`src/rtl/keypoint_scheduler.sv`:
```
// keypoint_scheduler
// Admission controller in front of the rBRIEF pipeline. It filters raw FAST
// corner strobes, issues the pipeline corner strobe, and keeps the (x,y) of
// every admitted corner in a FIFO. When the pipeline reports a descriptor,
// the oldest (x,y) is paired with it and emitted as one keypoint.
module keypoint_scheduler #(
  parameter int X_W     = 11,
  parameter int Y_W     = 10,
  parameter int DESC_W  = 256,
  parameter int DEPTH   = 8,
  parameter int MIN_GAP = 4,
  parameter int CNT_W   = 16
) (
  input  logic                     clk,
  input  logic                     rst,
  input  logic                     ena,
  input  logic                     corner_in,
  input  logic [X_W-1:0]           corner_x,
  input  logic [Y_W-1:0]           corner_y,
  input  logic                     rb_full,
  input  logic                     rb_valid,
  input  logic [DESC_W-1:0]        rb_desc,
  output logic                     rb_corner,
  output logic                     kp_valid,
  output logic [X_W-1:0]           kp_x,
  output logic [Y_W-1:0]           kp_y,
  output logic [DESC_W-1:0]        kp_desc,
  output logic [CNT_W-1:0]         drop_cnt,
  output logic                     err_under,
  output logic [$clog2(DEPTH):0]   q_level
);

  localparam int PTR_W = $clog2(DEPTH);
  localparam int LVL_W = PTR_W + 1;
  localparam int ENT_W = X_W + Y_W;
  // Gap counter only has to hold MIN_GAP-1.
  localparam int GAP_W = (MIN_GAP > 1) ? $clog2(MIN_GAP) : 1;
  localparam logic [GAP_W-1:0] GAP_LOAD = GAP_W'((MIN_GAP > 1) ? (MIN_GAP - 1) : 0);
  localparam logic [GAP_W-1:0] GAP_ONE  = GAP_W'(1);
  localparam logic [LVL_W-1:0] LVL_FULL = LVL_W'(DEPTH);
  localparam logic [LVL_W-1:0] LVL_ONE  = LVL_W'(1);
  localparam logic [PTR_W-1:0] PTR_ONE  = PTR_W'(1);

  typedef enum logic {
    IDLE = 1'b0,
    GAP  = 1'b1
  } state_t;

  state_t           state, state_nxt;
  logic [GAP_W-1:0] gap_cnt, gap_nxt;

  logic [ENT_W-1:0] mem [DEPTH];
  logic [PTR_W-1:0] wr_ptr, rd_ptr;
  logic [LVL_W-1:0] level;

  logic q_full, q_empty;
  logic accept, reject, push, pop, under;

  // Saturating increment for the drop counter: sticks at all-ones.
  function automatic logic [CNT_W-1:0] sat_inc(input logic [CNT_W-1:0] v);
    return (&v) ? v : v + CNT_W'(1);
  endfunction

  // Admission decision and queue handshakes, all combinational.
  always_comb begin
    q_full  = (level == LVL_FULL);
    q_empty = (level == '0);
    pop     = rb_valid & ~q_empty;
    under   = rb_valid & q_empty;
    // A pop in the same cycle frees a slot, so a full queue can still admit.
    accept  = ena & corner_in & (state == IDLE) & ~rb_full & (~q_full | pop);
    reject  = ena & corner_in & ~accept;
    // Masked by reset so nothing is issued or queued while rst is low.
    push    = accept & rst;
  end

  // The pipeline strobe must stay aligned with the window pixels, so it is not registered.
  assign rb_corner = push;
  assign q_level   = level;

  // Min-gap FSM: next state and gap counter.
  always_comb begin
    state_nxt = state;
    gap_nxt   = gap_cnt;
    case (state)
      IDLE: begin
        if (accept && (MIN_GAP > 1)) begin
          state_nxt = GAP;
          gap_nxt   = GAP_LOAD;
        end
      end
      GAP: begin
        // Gap only elapses on enabled pixel cycles.
        if (ena) begin
          gap_nxt = gap_cnt - GAP_ONE;
          if (gap_cnt == GAP_ONE) begin
            state_nxt = IDLE;
          end
        end
      end
      default: begin
        state_nxt = IDLE;
        gap_nxt   = '0;
      end
    endcase
  end

  // Min-gap FSM state register.
  always_ff @(posedge clk or negedge rst) begin
    if (!rst) begin
      state   <= IDLE;
      gap_cnt <= '0;
    end else begin
      state   <= state_nxt;
      gap_cnt <= gap_nxt;
    end
  end

  // Queue pointers and occupancy; simultaneous push and pop leave the level unchanged.
  always_ff @(posedge clk or negedge rst) begin
    if (!rst) begin
      wr_ptr <= '0;
      rd_ptr <= '0;
      level  <= '0;
    end else begin
      if (push) wr_ptr <= wr_ptr + PTR_ONE;
      if (pop)  rd_ptr <= rd_ptr + PTR_ONE;
      case ({push, pop})
        2'b10:   level <= level + LVL_ONE;
        2'b01:   level <= level - LVL_ONE;
        default: level <= level;
      endcase
    end
  end

  // Queue storage: coordinates only, no reset needed since pointers gate reads.
  always_ff @(posedge clk) begin
    if (push) mem[wr_ptr] <= {corner_y, corner_x};
  end

  // Keypoint output register: one cycle after a pop, fields hold between pulses.
  always_ff @(posedge clk or negedge rst) begin
    if (!rst) begin
      kp_valid <= 1'b0;
      kp_x     <= '0;
      kp_y     <= '0;
      kp_desc  <= '0;
    end else begin
      kp_valid <= pop;
      if (pop) begin
        {kp_y, kp_x} <= mem[rd_ptr];
        kp_desc      <= rb_desc;
      end
    end
  end

  // Rejected-corner counter and sticky underflow flag.
  always_ff @(posedge clk or negedge rst) begin
    if (!rst) begin
      drop_cnt  <= '0;
      err_under <= 1'b0;
    end else begin
      if (reject) drop_cnt <= sat_inc(drop_cnt);
      if (under)  err_under <= 1'b1;
    end
  end

endmodule

```
`config.mk`:
```
export PLATFORM = sky130hd
export DESIGN_NAME = keypoint_scheduler
export DESIGN_NICKNAME = d
export VERILOG_FILES = /design/src/rtl/keypoint_scheduler.sv
export SDC_FILE = /design/constraint.sdc
export NUM_CORES = 1
export LEC_CHECK = 0
export ABC_AREA = 1
export BUFFER_PORTS_ARGS = -buffer_cell sky130_fd_sc_hd__buf_2
export CORE_AREA = 2 2 228 230
export CTS_BUF_LIST = sky130_fd_sc_hd__clkbuf_4
export DETAILED_ROUTE_END_ITERATION = 10
export DIE_AREA = 0 0 230 232
export PLACE_DENSITY = 0.66
export SLEW_MARGIN = 15
export SYNTH_ARGS = -nofsm -noshare
export SYNTH_HDL_FRONTEND = slang
export SYNTH_SLANG_ARGS = --single-unit
export TNS_END_PERCENT = 5
```
`constraint.sdc`:
```
create_clock -name clk -period 3.75 [get_ports clk]
set_input_delay 0.75 -clock clk [delete_from_list [all_inputs] [get_ports clk]]
set_output_delay 0.75 -clock clk [all_outputs]
set_load 0.05 [all_outputs]
```
=== After elaboration in Yosys (flattened, before gate mapping) ===
Memories as Yosys holds them, arrays and structs flattened. A register that Yosys moved wholly into a read port is not among the register bits.
Cells that the tools add are included.

* Register bits after elaboration: 287
* Bits in writable memories: 168
* Input bits: 283
* Output and inout bits: 300
* Logic and storage cells: 53
* Memories: 1

{| class="wikitable"
|+ Memories
! name !! words !! width !! read ports !! clocked after Yosys merged registers in !! write ports !! line !! RTL
|-
| mem || 8 || 21 || 1 || 1 || 1 || 52 || <nowiki>logic [ENT_W-1:0] mem [DEPTH];</nowiki>
|}

* Add/sub/neg operators: 6
* Eq/ne operators: 6
* Muxes and demuxes: 10
* Bitwise gates (word level): 15
* Reduce and logical (&&, ||, !) cells: 6

{| class="wikitable"
|+ Operators by type and width
! kind !! count
|-
| 16-bit by 1-bit adder with 16-bit output, second input constant || 1
|-
| 16-bit AND reduction || 1
|-
| 1-bit AND || 8
|-
| 4-bit case mux with 2 select lines || 1
|-
| 3-bit by 1-bit adder with 3-bit output, second input constant || 2
|-
| 1-bit inverter || 6
|-
| 1-bit 2-to-1 mux || 5
|-
| 4-bit by 1-bit adder with 4-bit output, second input constant || 1
|-
| 2-bit by 1-bit equality test with 1-bit output, second input constant || 2
|-
| 4-bit equality test, second input constant || 1
|-
| 4-bit logical NOT || 1
|-
| 2-bit 2-to-1 mux || 2
|-
| 2-bit inequality test, second input constant || 2
|-
| 2-bit case mux with 2 select lines || 1
|-
| 2-bit AND reduction || 2
|-
| 4-bit by 1-bit subtractor with 4-bit output, second input constant || 1
|-
| 2-bit equality test, second input constant || 1
|-
| 1-bit case mux with 2 select lines || 1
|-
| 2-bit nonzero test || 1
|-
| 2-bit by 1-bit subtractor with 2-bit output, second input constant || 1
|-
| 1-bit logical NOT || 1
|-
| 1-bit bitwise OR || 1
|}

=== Longest topological paths before layout ===
Gate-level depths: netlist of the first run.

* Depth after elaboration: 8
* Depth in mapped cells: 15

=== Least setup slack after synthesis of the first run ===
Ideal clock, no wire load.

* Kind: input port to flip-flop
* From: input ena
* To: memory mem[2][0] (netlist name), enable pin
* Setup time: 0.425 ns
* Arrival: 3.331 ns
* Setup slack: -0.006 ns
* Stages: 6
* Buffers on the path: 0
* Path through: nand2_1 -> nor3_2 -> nand2_2 -> nor2_2 -> nand2_1 -> nor3_1

* Word-level cells in the longest chain between the ends: 7

{| class="wikitable"
|+ Ends and longest elaborated chain
! what !! line !! RTL
|-
| start: declaration || 16 || <nowiki>input logic ena,</nowiki>
|-
| 1-bit AND (4 in series) || 71 || <nowiki>accept = ena & corner_in & (state == IDLE) & ~rb_full & (~q_full | pop);</nowiki>
|-
| 1-bit AND || 74 || <nowiki>push = accept & rst;</nowiki>
|-
| named net rb_corner || 23 || <nowiki>output logic rb_corner,</nowiki>
|-
| 1-bit 2-to-1 mux || 138 || <nowiki>if (push) mem[wr_ptr] <= {corner_y, corner_x};</nowiki>
|-
| 1-bit 2-to-1 mux (implied by the code) || 138 ||
|-
| end: declaration || 52 ||
|}

The timed path passes the listed nets, and every way through them passes these cells.

=== Worst setup path in the final report of the first run ===
* From: register state
* To: output rb_corner

* Word-level cells in the longest chain between the ends: 5

{| class="wikitable"
|+ Ends and longest elaborated chain
! what !! line !! RTL
|-
| start: declaration || 49 || <nowiki>state_t state, state_nxt;</nowiki>
|-
| start signal: assignment || 114 || <nowiki>state <= state_nxt;</nowiki>
|-
| 1-bit inverter || - ||
|-
| 1-bit AND (3 in series) || 71 ||
|-
| 1-bit AND || 74 ||
|-
| end: declaration || 23 ||
|}

Every way passes these cells.

==> summary.md, run 1 <==
| Metric | Value |
|---|---|
| Mapped cell area | `approximately 0.019 mm^2` |
| CTS tree | `done` |
| Routed Antenna Nets | `0` |
| Min-Delay Path Class | `primary input to flop` |
| Placeable Area | `0.0509 mm^2` |
| Clock Power Share | `a little under a quarter` |
| Final hold vios | `0` |
| Switching pwr | `10.1 mW` |
| Initial DRC Count | `1336` |
| Worst-Skew Late Latency | `0.96 ns` |
| Final period util | `80.1%` |
| Starting Density | `between 30% and 40%` |
| H-tree lvl count | `4` |
| Global-route wire length before repair | `98000 um` |
| Slowest-stage cell, CP | `dfrtp_1` |
| Largest net degree at the start of global routing | `222` |
| Die Ht | `between 200 and 250 um` |
| GRT busiest layer | `met2` |
| Synth-to-layout area growth | `41.0%` |
| GRT met2 Usage | `36.0%` |
| Setup violators final | `0` |
| Drt wl/cell | `roughly 18 um` |
| Final Max Tran Viols | `0` |
| Setup Skew | `0.0449 ns` |
| Static leakage | `13.4 nW` |
| Post-CTS Setup Bufs | `0` |
| Switch share | `47.1%` |
| Cells after Synth | `between 1500 and 2000` |
| Nets | `3093` |
| DRC | `0` |
| Gate power share | `between 40% and 50%` |
| Crit-path max FO | `8` |
| Total wire length | `65900 um` |
| Met3 Use GR | `8.58%` |
| Worst-margin pin slew | `1.45 ns` |
| Crit path launch | `state$_DFF_PN0_` |
| Worst EP required | `3.00 ns` |
| Clock tree sinks | `476` |
| Fin worst setup slack | `0.746 ns` |
| Top-Level Pins | `583` |
| Max-slew headroom | `3.47%` |
| Seq pwr share | `33.9%` |
| Root Driver | `clkbuf_4` |
| Syn Area/Cell | `around 9.8 um^2` |
| Gpl congestion | `0.880` |
| Total track usage | `24.3%` |
| Internal power | `about 11 mW` |
| Rows | `83` |
| Post-DP HPWL | `43500 um` |
| Worst vdd ir | `460 uV` |
| Share of layout cells above drive strength 1 | `28.9%` |
| Min Tclk post-route | `3.00 ns` |
| Vias in the first global route | `16700` |
| Distinct cell type count after synthesis | `29` |
| Clock Path Buffers | `3` |
| Via-per-instance ratio | `between 4 and 5` |
| RSZ-0062 raised after global routing | `false` |
| PwrDens | `slightly above 800 mW/mm^2` |
| Fmax | `approximately 330 MHz` |
| Worst hold start | `corner_x[4]` |
| CP Capture Type | `output port` |
| Buffers on Ports | `582` |
| Die X | `230 um` |
| R2R cell count | `7` |
| Post-synthesis sequential area ratio | `67.9%` |
| Hold Path Cell Cnt | `1` |
| Die area | `0.0534 mm^2` |
| CP Cell Sequence | `nor3_2 -> nand2_2 -> nor2_2 -> buf_2` |
| Yosys warns | `0` |
| GRT overflow | `0` |
| Status | `finished, final reports clean` |
| Antenna violations before repair | `4` |
| M1 GR Usage | `32.3%` |
| Net count after synthesis | `2207` |
| FF+latch count, synth | `476` |
| Reg-to-reg startpoint | `q_level[2]$_DFFE_PN0P_` |
| Element type at the critical path start | `flop` |
| Maxcap violations | `0` |
| Vias | `17100` |
| CP Class | `flop to output port` |
| CTS clk-pin slew, worst paths | `0.07 ns` |
| Pre-antenna DRT Iters | `5` |
| Critical Path AT | `2.25 ns` |
| CTS Buf Count | `~130` |
| Pre-CTS worst setup slack | `0.973 ns` |
| Fin util | `52.1%` |
| CP max stage delay | `0.41 ns` |
-- cell usage after synthesis --
cell type  count  area share [%]
nand2_1      923              18
dfrtp_1      308              41
edfxtp_1     168              27
nor2_1       149             3.0
o21ai_0       82             2.2
nand3_1       76             2.0
buf_2         55             1.5
inv_1         45            0.90
clkbuf_1      25            0.50
o211ai_1      21            0.84
buf_6         10            0.60
ha_1           7            0.47
nand4_1        6            0.20
nor3_1         6            0.16
xnor2_1        6            0.28
xor2_1         6            0.28
inv_2          4           0.080
nand2_2        4            0.13
a21oi_1        2           0.053
buf_1          2           0.040
nor2_2         2           0.067
nor2_4         2            0.12
o21ai_1        2           0.053
a31oi_1        1           0.033
buf_4          1           0.040
clkbuf_2       1           0.027
nand3_2        1           0.053
nor3_2         1           0.053
o21bai_1       1           0.040
-- kinds of logic after synthesis --
family,after synthesis,synth area share (%)
xor+xnor,12,0.560
fa+ha+maj,7,0.466
flops,476,67.9
simple gates,1170,24.2
buf+inv,143,3.65
compound gates,109,3.20
-- worst max-delay path, delay by kind of cell, from the launching register on --
kind	cells	cell delay [ns]
DFF	1	0.41
and+or+nand+nor	3	0.61
buffers and inverters	1	0.33
-- final timing paths --
check	endpoint	slack (ns)
setup / recovery	rb_corner	0.75
hold / removal	mem[6][4]$_DFFE_PP_	0.13
max in group asynchronous	kp_desc[125]$_DFFE_PN0P_	1.65
setup reg to reg	kp_desc[75]$_DFFE_PN0P_	1.01
hold reg to reg	kp_desc[233]$_DFFE_PN0P_	0.47
min in group asynchronous	kp_x[2]$_DFFE_PN0P_	0.24
-- power groups by stage --
stage,Clock (mW),Sequential [mW],Combinational [mW]
floorplan,0,11.1,2.57
global placement,0,7.25,8.93
detailed placement,0,7.31,9.00
CTS,5.04,7.22,9.24
global route,5.33,7.37,9.86
finish,4.89,7.24,9.25
-- cells in the final DEF, fill, tap and decap left out, types with 2 or more instances in the layout --
| cell type | n |
|---|---|
| a21oi_1 | 2 |
| clkinvlp_4 | 2 |
| o211ai_1 | 21 |
| nor2_2 | 4 |
| buf_12 | 3 |
| dlygate4sd3_1 | 244 |
| nand4_1 | 6 |
| o21ai_0 | 82 |
| o21ai_1 | 2 |
| xnor2_1 | 6 |
| nand2_2 | 3 |
| ha_1 | 7 |
| inv_1 | 45 |
| buf_2 | 581 |
| nand3_1 | 76 |
| nor3_2 | 7 |
| clkbuf_4 | 201 |
| edfxtp_1 | 168 |
| nor2_4 | 2 |
| nor2_1 | 147 |
| diode_2 | 9 |
| clkinv_1 | 12 |
| bufinv_16 | 4 |
| buf_4 | 16 |
| inv_2 | 4 |
| clkinv_4 | 2 |
| clkinv_2 | 2 |
| xor2_1 | 6 |
| nand2_1 | 923 |
| dfrtp_1 | 307 |
-- through the flow --
step           std cells  power (mW)  area (um^2)  TNS [ns]  hold WS [ns]
3_5_place_dp        3104        16.3        22300         0         0.460
5_1_grt             3575        22.6        26500         0        0.0405
2_1_floorplan       1917        13.7        18800    -0.382         0.446
6_report            3582        21.4        26500         0         0.127
4_1_cts             3573        21.5        26500         0       0.00170
3_3_place_gp        3104        16.2        22300         0         0.456
-- layer usage --
layer / share of wire, % / wire, um / vias to the layer above
met5: 0.053 / 35 / -
met4: 3.6 / 2350 / 6
met3: 8.9 / 5840 / 167
met2: 45 / 29400 / 808
met1: 43 / 28300 / 8135
li1: - / - / 7970
-- state kept, by name (all words and copies together), names as in the netlist, 3 cells and up --
name	count
kp_desc	256
mem	168
drop_cnt	16
kp_x	11
kp_y	10
q_level	4
rd_ptr	3
wr_ptr	3
-- what timing repair did --
item / 4_1_cts / 5_1_grt
hold buffers: 244 / 0
resized for setup: 0 / 0
hold endpoints to repair: 268 / 0
-- layout make-up --
class | count | area, um^2
fillers | 4486 | 24400
flip-flops and latches | 476 | 12800
repair buffers | 845 | 5550
multi-input cells | 1298 | 5400
clock buffers | 201 | 1510
well taps | 680 | 851
clock inverters | 24 | 219
inverters | 49 | 193
diodes | 9 | 22.5
(Power assumes the default switching activity.)
==> inputs of run 2 (changes only) <==
--- a/config.mk
+++ b/config.mk
@@ -7,11 +7,11 @@
 export LEC_CHECK = 0
 export ABC_AREA = 1
 export BUFFER_PORTS_ARGS = -buffer_cell sky130_fd_sc_hd__buf_2
-export CORE_AREA = 2 2 228 230
+export CORE_AREA = 2 2 226 228
 export CTS_BUF_LIST = sky130_fd_sc_hd__clkbuf_4
 export DETAILED_ROUTE_END_ITERATION = 10
-export DIE_AREA = 0 0 230 232
-export PLACE_DENSITY = 0.66
+export DIE_AREA = 0 0 228 230
+export PLACE_DENSITY = 0.69
 export SLEW_MARGIN = 15
 export SYNTH_ARGS = -nofsm -noshare
 export SYNTH_HDL_FRONTEND = slang
==> constraint.sdc (replaced) <==
create_clock -name clk -period 2.65 [get_ports clk]
set_input_delay 0.53 -clock clk [delete_from_list [all_inputs] [get_ports clk]]
set_output_delay 0.53 -clock clk [all_outputs]
set_load 0.05 [all_outputs]
==> summary.md, run 2 (same netlist as run 1, synthesis figures left out) <==
| Metric | Value |
|---|---|
| Global-route wire length before repair | `103000 um` |
| Element type at the critical path start | `primary input` |
| CP max stage delay | `0.55 ns` |
| Largest Register | `kp_desc` |
| Critical Path AT | `1.95 ns` |
| CTS Buf Count | `120` |
| Most frequent cells in the layout | `nand2_1, buf_2, dfrtp_1` |
| Initial DRC Count | `1528` |
| Die X | `228 um` |
| Hold WS | `0.138 ns` |
| Final Max Tran Viols | `0` |
| Total Power | `29.7 mW` |
| Final hold vios | `0` |
| Most common cell after layout, fill and taps aside | `nand2_1` |
| Buffers on Ports | `582` |
| Total wire length | `68900 um` |
| Vias in the first global route | `between 15000 and 20000` |
| Post-DP HPWL | `46300 um` |
| Gate power share | `44.7%` |
| Crit path max-delay family | `buffers and inverters` |
| Worst-Skew Late Latency | `0.90 ns` |
| Worst EP required | `2.12 ns` |
| WL met3 | `~7000 um` |
| Worst setup path end | `rb_corner` |
| Crit path launch | `ena` |
| Biggest regs | `kp_desc: 256 flops, mem: 168 flops, drop_cnt: 16 flops` |
| R2R Path End | `kp_desc[31]$_DFFE_PN0P_` |
| Clock Path Buffers | `3` |
| Worst R2R Setup Slack | `0.44 ns` |
| Starting Density | `37.7%` |
| CTS clk-pin slew, worst paths | `0.06 ns` |
| Switching pwr | `14.4 mW` |
| Clock Power Share | `20.6%` |
| Largest net degree at the start of global routing | `235` |
| PwrDens | `1110 mW/mm^2` |
| RSZ-0062 raised after global routing | `false` |
| Clock tree sinks | `476` |
| Min Tclk post-route | `roughly 2.5 ns` |
| Placeable Area | `0.0499 mm^2` |
| Rows | `82` |
| Top-Level Pins | `583` |
| Vias | `17400` |
| Nets | `3122` |
| M1 WL | `between 20000 and 30000 um` |
| Share of layout cells above drive strength 1 | `between 20 and 30%` |
| CTS tree | `done` |
| Root Driver | `clkbuf_4` |
| Reg-to-reg startpoint | `q_level[1]$_DFFE_PN0P_` |
| Routed Antenna Nets | `0` |
| Internal power | `15.4 mW` |
| Crit-path max FO | `7` |
| R2R cell count | `7` |
| Slowest-stage cell, CP | `dlygate4sd3_1` |
| Setup Skew | `0.0851 ns` |
| Switch share | `about half` |
| Die Ht | `230 um` |
| Seq pwr share | `34.7%` |
| Setup_tns | `0 ns` |
| Min-Delay Path Class | `primary input to flop` |
| Synth-to-layout area growth | `42.9%` |
| H-tree lvl count | `3` |
| CP Class | `primary input to output port` |
| CP Capture Type | `output port` |
| Die area | `0.0524 mm^2` |
| Number of flip-flops under the largest register name | `~260` |
| WP buf/inv | `4` |
| Uppermost layer routed | `met5` |
| Max-slew headroom | `23.2%` |
| Pre-antenna DRT Iters | `5` |
| CP Depth | `8` |
| Via-per-instance ratio | `4.85` |
| Status | `finished, final reports clean` |
| Setup violators final | `0` |
| CP Cell Sequence | `dlygate4sd3_1 -> buf_2 -> nand2_1 -> nor3_2 -> nand2_2 -> nor2_4 -> buf_6 -> buf_12` |
| Worst vdd ir | `701 uV` |
| Antenna violations before repair | `14` |
| Worst-margin pin slew | `between 1 and 1.5 ns` |
| Static leakage | `13.5 nW` |
| DRC | `0` |
| Maxcap violations | `0` |
| GRT overflow | `0` |
| Drt wl/cell | `19.1 um` |
| Gpl congestion | `0.941` |
| Final period util | `93.5%` |
| WL met2 | `30200 um` |
| Fmax | `404 MHz` |
| Total track usage | `25.8%` |
## run 2: cell types whose count changed in the layout (fill, tap and decap cells not counted), sizes merged, moves of 3 or more
cell         change
diode            -3
dlygate4sd3     +36
buf              +6
clkbuf          -39
clkinv          +28
## run 2: final cells by class
class / count / area [um^2]
clock buffers: 162 / 1220
diodes: 6 / 15.0
flip-flops and latches: 476 / 12800
repair buffers: 887 / 6090
multi-input cells: 1298 / 5450
clock inverters: 50 / 288
well taps: 672 / 841
fillers: 4347 / 23000
inverters: 49 / 191
## run 2: how the worst min path moves through the flow
stage               slack, ns                       to  cells past startpoint               startpoint
finish                   0.14          state$_DFF_PN0_                      5                  rb_full
global route             0.08          state$_DFF_PN0_                      5                  rb_full
CTS                      0.04          state$_DFF_PN0_                      5                  rb_full
detailed placement       0.46  kp_desc[62]$_DFFE_PN0P_                      2  kp_desc[62]$_DFFE_PN0P_
global placement         0.46  kp_desc[44]$_DFFE_PN0P_                      2  kp_desc[44]$_DFFE_PN0P_
floorplan                0.23  drop_cnt[0]$_DFFE_PN0P_                      0                      rst
## run 2: routing by layer
metal	vias to the layer above	track usage (%)
met5	-	0
met4	12	12.9
met3	217	8.04
met2	870	38.2
met1	8324	34.2
li1	8019	-
## run 2: timing repair
item / CTS / global route
buffers inserted: 1 / 1
pin swaps: 1 / 1
hold endpoints to repair: 736 / 0
setup endpoints to repair: 1 / 1
hold buffers: 280 / 0
resized for setup: 3 / 3
## run 2: worst register-to-register path, delay by kind of cell (launching register included)
kind | cells | cell delay, ns
buffers and inverters | 2 | 0.97
and+or+nand+nor | 5 | 0.78
DFF | 1 | 0.43
## run 2: through the flow
stage	utilization (%)	worst slack, ns	std cells	cell area [um^2]
floorplan	-	0.0423	1917	18900
global placement	45.1	0.309	3100	22500
detailed placement	45.1	0.301	3100	22500
CTS	53.8	0.0132	3593	26800
global route	53.8	0.0243	3598	26800
finish	53.8	0.172	3600	26800
## run 2: power groups by stage
stage	combinational [mW]	sequential (mW)	clock (mW)
floorplan	3.68	15.8	0
finish	13.3	10.3	6.13
detailed placement	12.9	10.4	0
global route	14.1	10.5	6.70
global placement	12.8	10.3	0
CTS	13.3	10.3	6.31
==> inputs of run 3 (changes only) <==
--- a/config.mk
+++ b/config.mk
@@ -5,12 +5,11 @@
 export SDC_FILE = /design/constraint.sdc
 export NUM_CORES = 1
 export LEC_CHECK = 0
-export ABC_AREA = 1
 export BUFFER_PORTS_ARGS = -buffer_cell sky130_fd_sc_hd__buf_2
-export CORE_AREA = 2 2 226 228
+export CORE_AREA = 2 2 223 225
 export CTS_BUF_LIST = sky130_fd_sc_hd__clkbuf_4
 export DETAILED_ROUTE_END_ITERATION = 10
-export DIE_AREA = 0 0 228 230
+export DIE_AREA = 0 0 225 227
 export PLACE_DENSITY = 0.69
 export SLEW_MARGIN = 15
 export SYNTH_ARGS = -nofsm -noshare
==> summary.md, run 3 <==
| Metric | Value |
|---|---|
| Fmax | `350 MHz` |
| WL met2 | `30900 um` |
| Crit path launch | `state$_DFF_PN0_` |
| Worst hold start | `corner_in` |
| Die X | `225 um` |
| Clock tree sinks | `476` |
| Setup violators final | `3` |
| Worst vdd ir | `1020 uV` |
| Mux share of post-synthesis cell area | `under 10%` |
| Critical Path AT | `3.67 ns` |
| Final Max Tran Viols | `0` |
| Status | `finished with violations` |
| XOR/XNOR Fraction of Synth Area | `about 1.1%` |
| Die area | `0.0511 mm^2` |
| Rows | `81` |
| Area of the multi-input gates | `0.00515 mm^2` |
| Root Driver | `clkbuf_4` |
| Pre-antenna DRT Iters | `5` |
| DRC | `0` |
| Syn Area/Cell | `11.9 um^2` |
| Largest net degree at the start of global routing | `200` |
| Post-synthesis sequential area ratio | `69.6%` |
| H-tree lvl count | `4` |
| Global-route wire length before repair | `94100 um` |
| Adder-cell area share of the yosys netlist | `less than 1%` |
| CP Class | `flop to flop` |
| Worst-Skew Late Latency | `between 0.9 and 1 ns` |
| Reg-to-reg startpoint | `state$_DFF_PN0_` |
| Cells after Synth | `1543` |
| Min-Delay Path Class | `primary input to flop` |
| Total Power | `between 20 and 30 mW` |
| Top-Level Pins | `approximately 600` |
| Drt wl/cell | `19.8 um` |
| Maxcap violations | `0` |
| Uppermost layer routed | `met5` |
| CP max stage delay | `0.50 ns` |
| Hold Path Cell Cnt | `5` |
| CTS clk-pin slew, worst paths | `0.05 ns` |
| Placeable Area | `0.0485 mm^2` |
| Routed Antenna Nets | `0` |
| FF+latch count, synth | `476` |
| Worst-margin pin slew | `1.04 ns` |
| Fin worst setup slack | `-0.207 ns` |
| Largest family of logic cells by synthesized area | `simple AND/OR/NAND/NOR gates` |
| Synth top area share | `42.0%` |
| Hold Path Sink | `drop_cnt[7]$_DFFE_PN0P_` |
| Setup Skew | `0.0429 ns` |
| Antenna violations before repair | `31` |
| Net count after synthesis | `1833` |
| Starting Density | `37.8%` |
| Crit path max-delay family | `buffers and inverters` |
| Number of flip-flops under the largest register name | `256` |
| Final period util | `108%` |
| Fin util | `55.1%` |
| Top post-synthesis cells by count | `nand2_1, dfrtp_1, edfxtp_1, mux4_2, buf_2` |
| CP Cell Sequence | `nor2_2 -> o2111a_1 -> nand2_2 -> buf_4 -> buf_4 -> buf_4 -> buf_4 -> buf_4 -> buf_4 -> ha_2 -> or4bb_1 -> a211oi_2 -> xor2_1` |
| M1 WL | `24200 um` |
| Element type at the critical path start | `flop` |
| Reg area | `0.0128 mm^2` |
| Most frequent cells in the layout | `nand2_1, buf_2, dfrtp_1` |
| Static leakage | `13.1 nW` |
| Gpl congestion | `~0.95` |
| Total track usage | `between 20% and 30%` |
| RSZ-0062 raised after global routing | `true` |
| Nets | `2796` |
| Top_reg_cell synth | `dfrtp_1` |
| Most common cell in the netlist | `nand2_1` |
| Mapped cell area | `roughly 0.018 mm^2` |
| Max-slew headroom | `31.0%` |
| Crit-path max FO | `4` |
| Die Ht | `227 um` |
| Vias | `approximately 16000` |
| GRT overflow | `0` |
| CTS tree | `done` |
| Synth-to-layout area growth | `45.9%` |
| R2R Path End | `q_level[3]$_DFFE_PN0P_` |
| Total wire length | `64300 um` |
| Worst EP required | `3.47 ns` |
| CTS Buf Count | `around 130` |
| Failing checks | `setup timing` |
| Post-synth EDFFs | `168` |
| CP Capture Type | `flop` |
| R2R cell count | `13` |
| WP buf/inv | `6` |
| Via-per-instance ratio | `4.89` |
| Buffers on Ports | `582` |
| Distinct cell type count after synthesis | `44` |
| Slowest-stage cell, CP | `or4bb_1` |
| Clock Path Buffers | `3` |
| Biggest regs | `kp_desc: 256 flops, mem: 168 flops, drop_cnt: 16 flops` |
| FILL cells | `approximately 4000` |
| Compound-Gate Fraction of Synth Area | `1.08%` |
| FFs w/ async S/R, synth | `64.7%` |
| Worst path most repeated cell | `buf_4` |
| PwrDens | `1020 mW/mm^2` |
| Largest Register | `kp_desc` |
| Dominant cells by area after synthesis | `dfrtp_1, edfxtp_1, nand2_1` |
| Yosys warns | `0` |
| Vias in the first global route | `16300` |
| WL met3 | `a little over 5000 um` |
| Most common cell after layout, fill and taps aside | `nand2_1` |
| Post-DP HPWL | `42200 um` |
| Share of layout cells above drive strength 1 | `between 30% and 40%` |
| Min Tclk post-route | `roughly 2.9 ns` |
| Worst R2R Setup Slack | `-0.21 ns` |
| Final hold vios | `0` |
| Area share of and/or/nand/nor cells after synthesis | `18.3%` |
| Leading area contributor after synthesis | `dfrtp_1` |
| Initial DRC Count | `1242` |
run 3: cell types whose count changed after synthesis, moves of 8 or more:
cell | before | now
nor2_1 | 149 | 9
nand2_1 | 923 | 802
nand3_1 | 76 | 10
o21ai_0 | 82 | 22
inv_1 | 45 | 3
mux4_2 | 0 | 42
mux2i_1 | 0 | 22
o211ai_1 | 21 | 1
buf_2 | 55 | 37
clkbuf_1 | 25 | 12
buf_6 | 10 | 22
xnor2_1 | 6 | 14
run 3: cell families (layout without fill, tap and decap cells):
kind of cell | count (synthesis) | in the layout
AND/OR/NAND/NOR | 857 | 857
buffers and inverters | 80 | 1132
flip-flops | 476 | 476
XOR/XNOR | 23 | 23
adder cells (fa/ha/maj) | 7 | 7
multiplexers | 68 | 68
other | 0 | 33
AO/OA/AOI/OAI | 32 | 32
run 3: worst reg2reg max path, cell delays in order (launching register included):
cell and delay (ns):
dfrtp_1 0.42, nor2_2 0.15, o2111a_1 0.22, nand2_2 0.08, buf_4 0.13, buf_4 0.12
buf_4 0.13, buf_4 0.12, buf_4 0.12, buf_4 0.14, ha_2 0.21, or4bb_1 0.50
a211oi_2 0.27, xor2_1 0.16
run 3: area by class of cell:
| class | count | area share, % |
|---|---|---|
| Clock inverter | 37 | 1.09 |
| Inverter | 4 | 0.0842 |
| Antenna cell | 33 | 0.309 |
| Clock buffer | 188 | 5.28 |
| Sequential cell | 476 | 47.7 |
| Tap cell | 622 | 2.91 |
| Timing Repair Buffer | 903 | 23.3 |
| Multi-Input combinational cell | 987 | 19.3 |
run 3: how the worst max path moves through the flow:
stage | endpoint | slack, ns | cells past startpoint
2_1_floorplan | mem[7][0]$_DFFE_PP_ | -0.14 | 4
3_5_place_dp | q_level[3]$_DFFE_PN0P_ | 0.23 | 8
5_1_grt | rb_corner | -0.33 | 6
3_3_place_gp | q_level[3]$_DFFE_PN0P_ | 0.18 | 8
4_1_cts | rb_corner | -0.32 | 6
6_report | q_level[3]$_DFFE_PN0P_ | -0.21 | 13
run 3: metal layers:
metal  up-vias  global-route usage (%)
met1      7728                    28.7
met2       797                    39.8
li1       7113                       -
met3       239                    8.16
met5         -                       0
met4         8                    16.3
run 3: stage by stage:
stage | setup WS (ns) | hold WS (ns) | setup TNS [ns] | area [um^2] | instances
after floorplan | -0.139 | 0.234 | -17.75 | 18400 | 1543
after CTS | -0.317 | 0.0346 | -0.489 | 26600 | 3212
after global routing | -0.330 | 0.149 | -0.976 | 26700 | 3244
after detailed placement | 0.232 | 0.453 | 0 | 22000 | 2699
final | -0.207 | 0.191 | -0.510 | 26700 | 3250
after global placement | 0.185 | 0.446 | 0 | 22000 | 2699
run 3: power by group:
group | internal (mW) | leakage, nW | total [mW] | switching [mW]
combinational | 2.87 | 6.84 | 10.6 | 7.68
clock | 3.75 | 1.01 | 6.83 | 3.08
sequential | 8.96 | 5.28 | 9.94 | 0.974
total | 15.6 | 13.1 | 27.3 | 11.7
run 3: repair_timing:
| item | 4_1_cts | 5_1_grt |
|---|---|---|
| hold endpoints to repair | 490 | 0 |
| pin swaps | 7 | 8 |
| endpoints found under the setup margin | 1 | 8 |
| setup buffers | 8 | 5 |
| hold buffers | 280 | 0 |
| resized for setup | 12 | 1 |
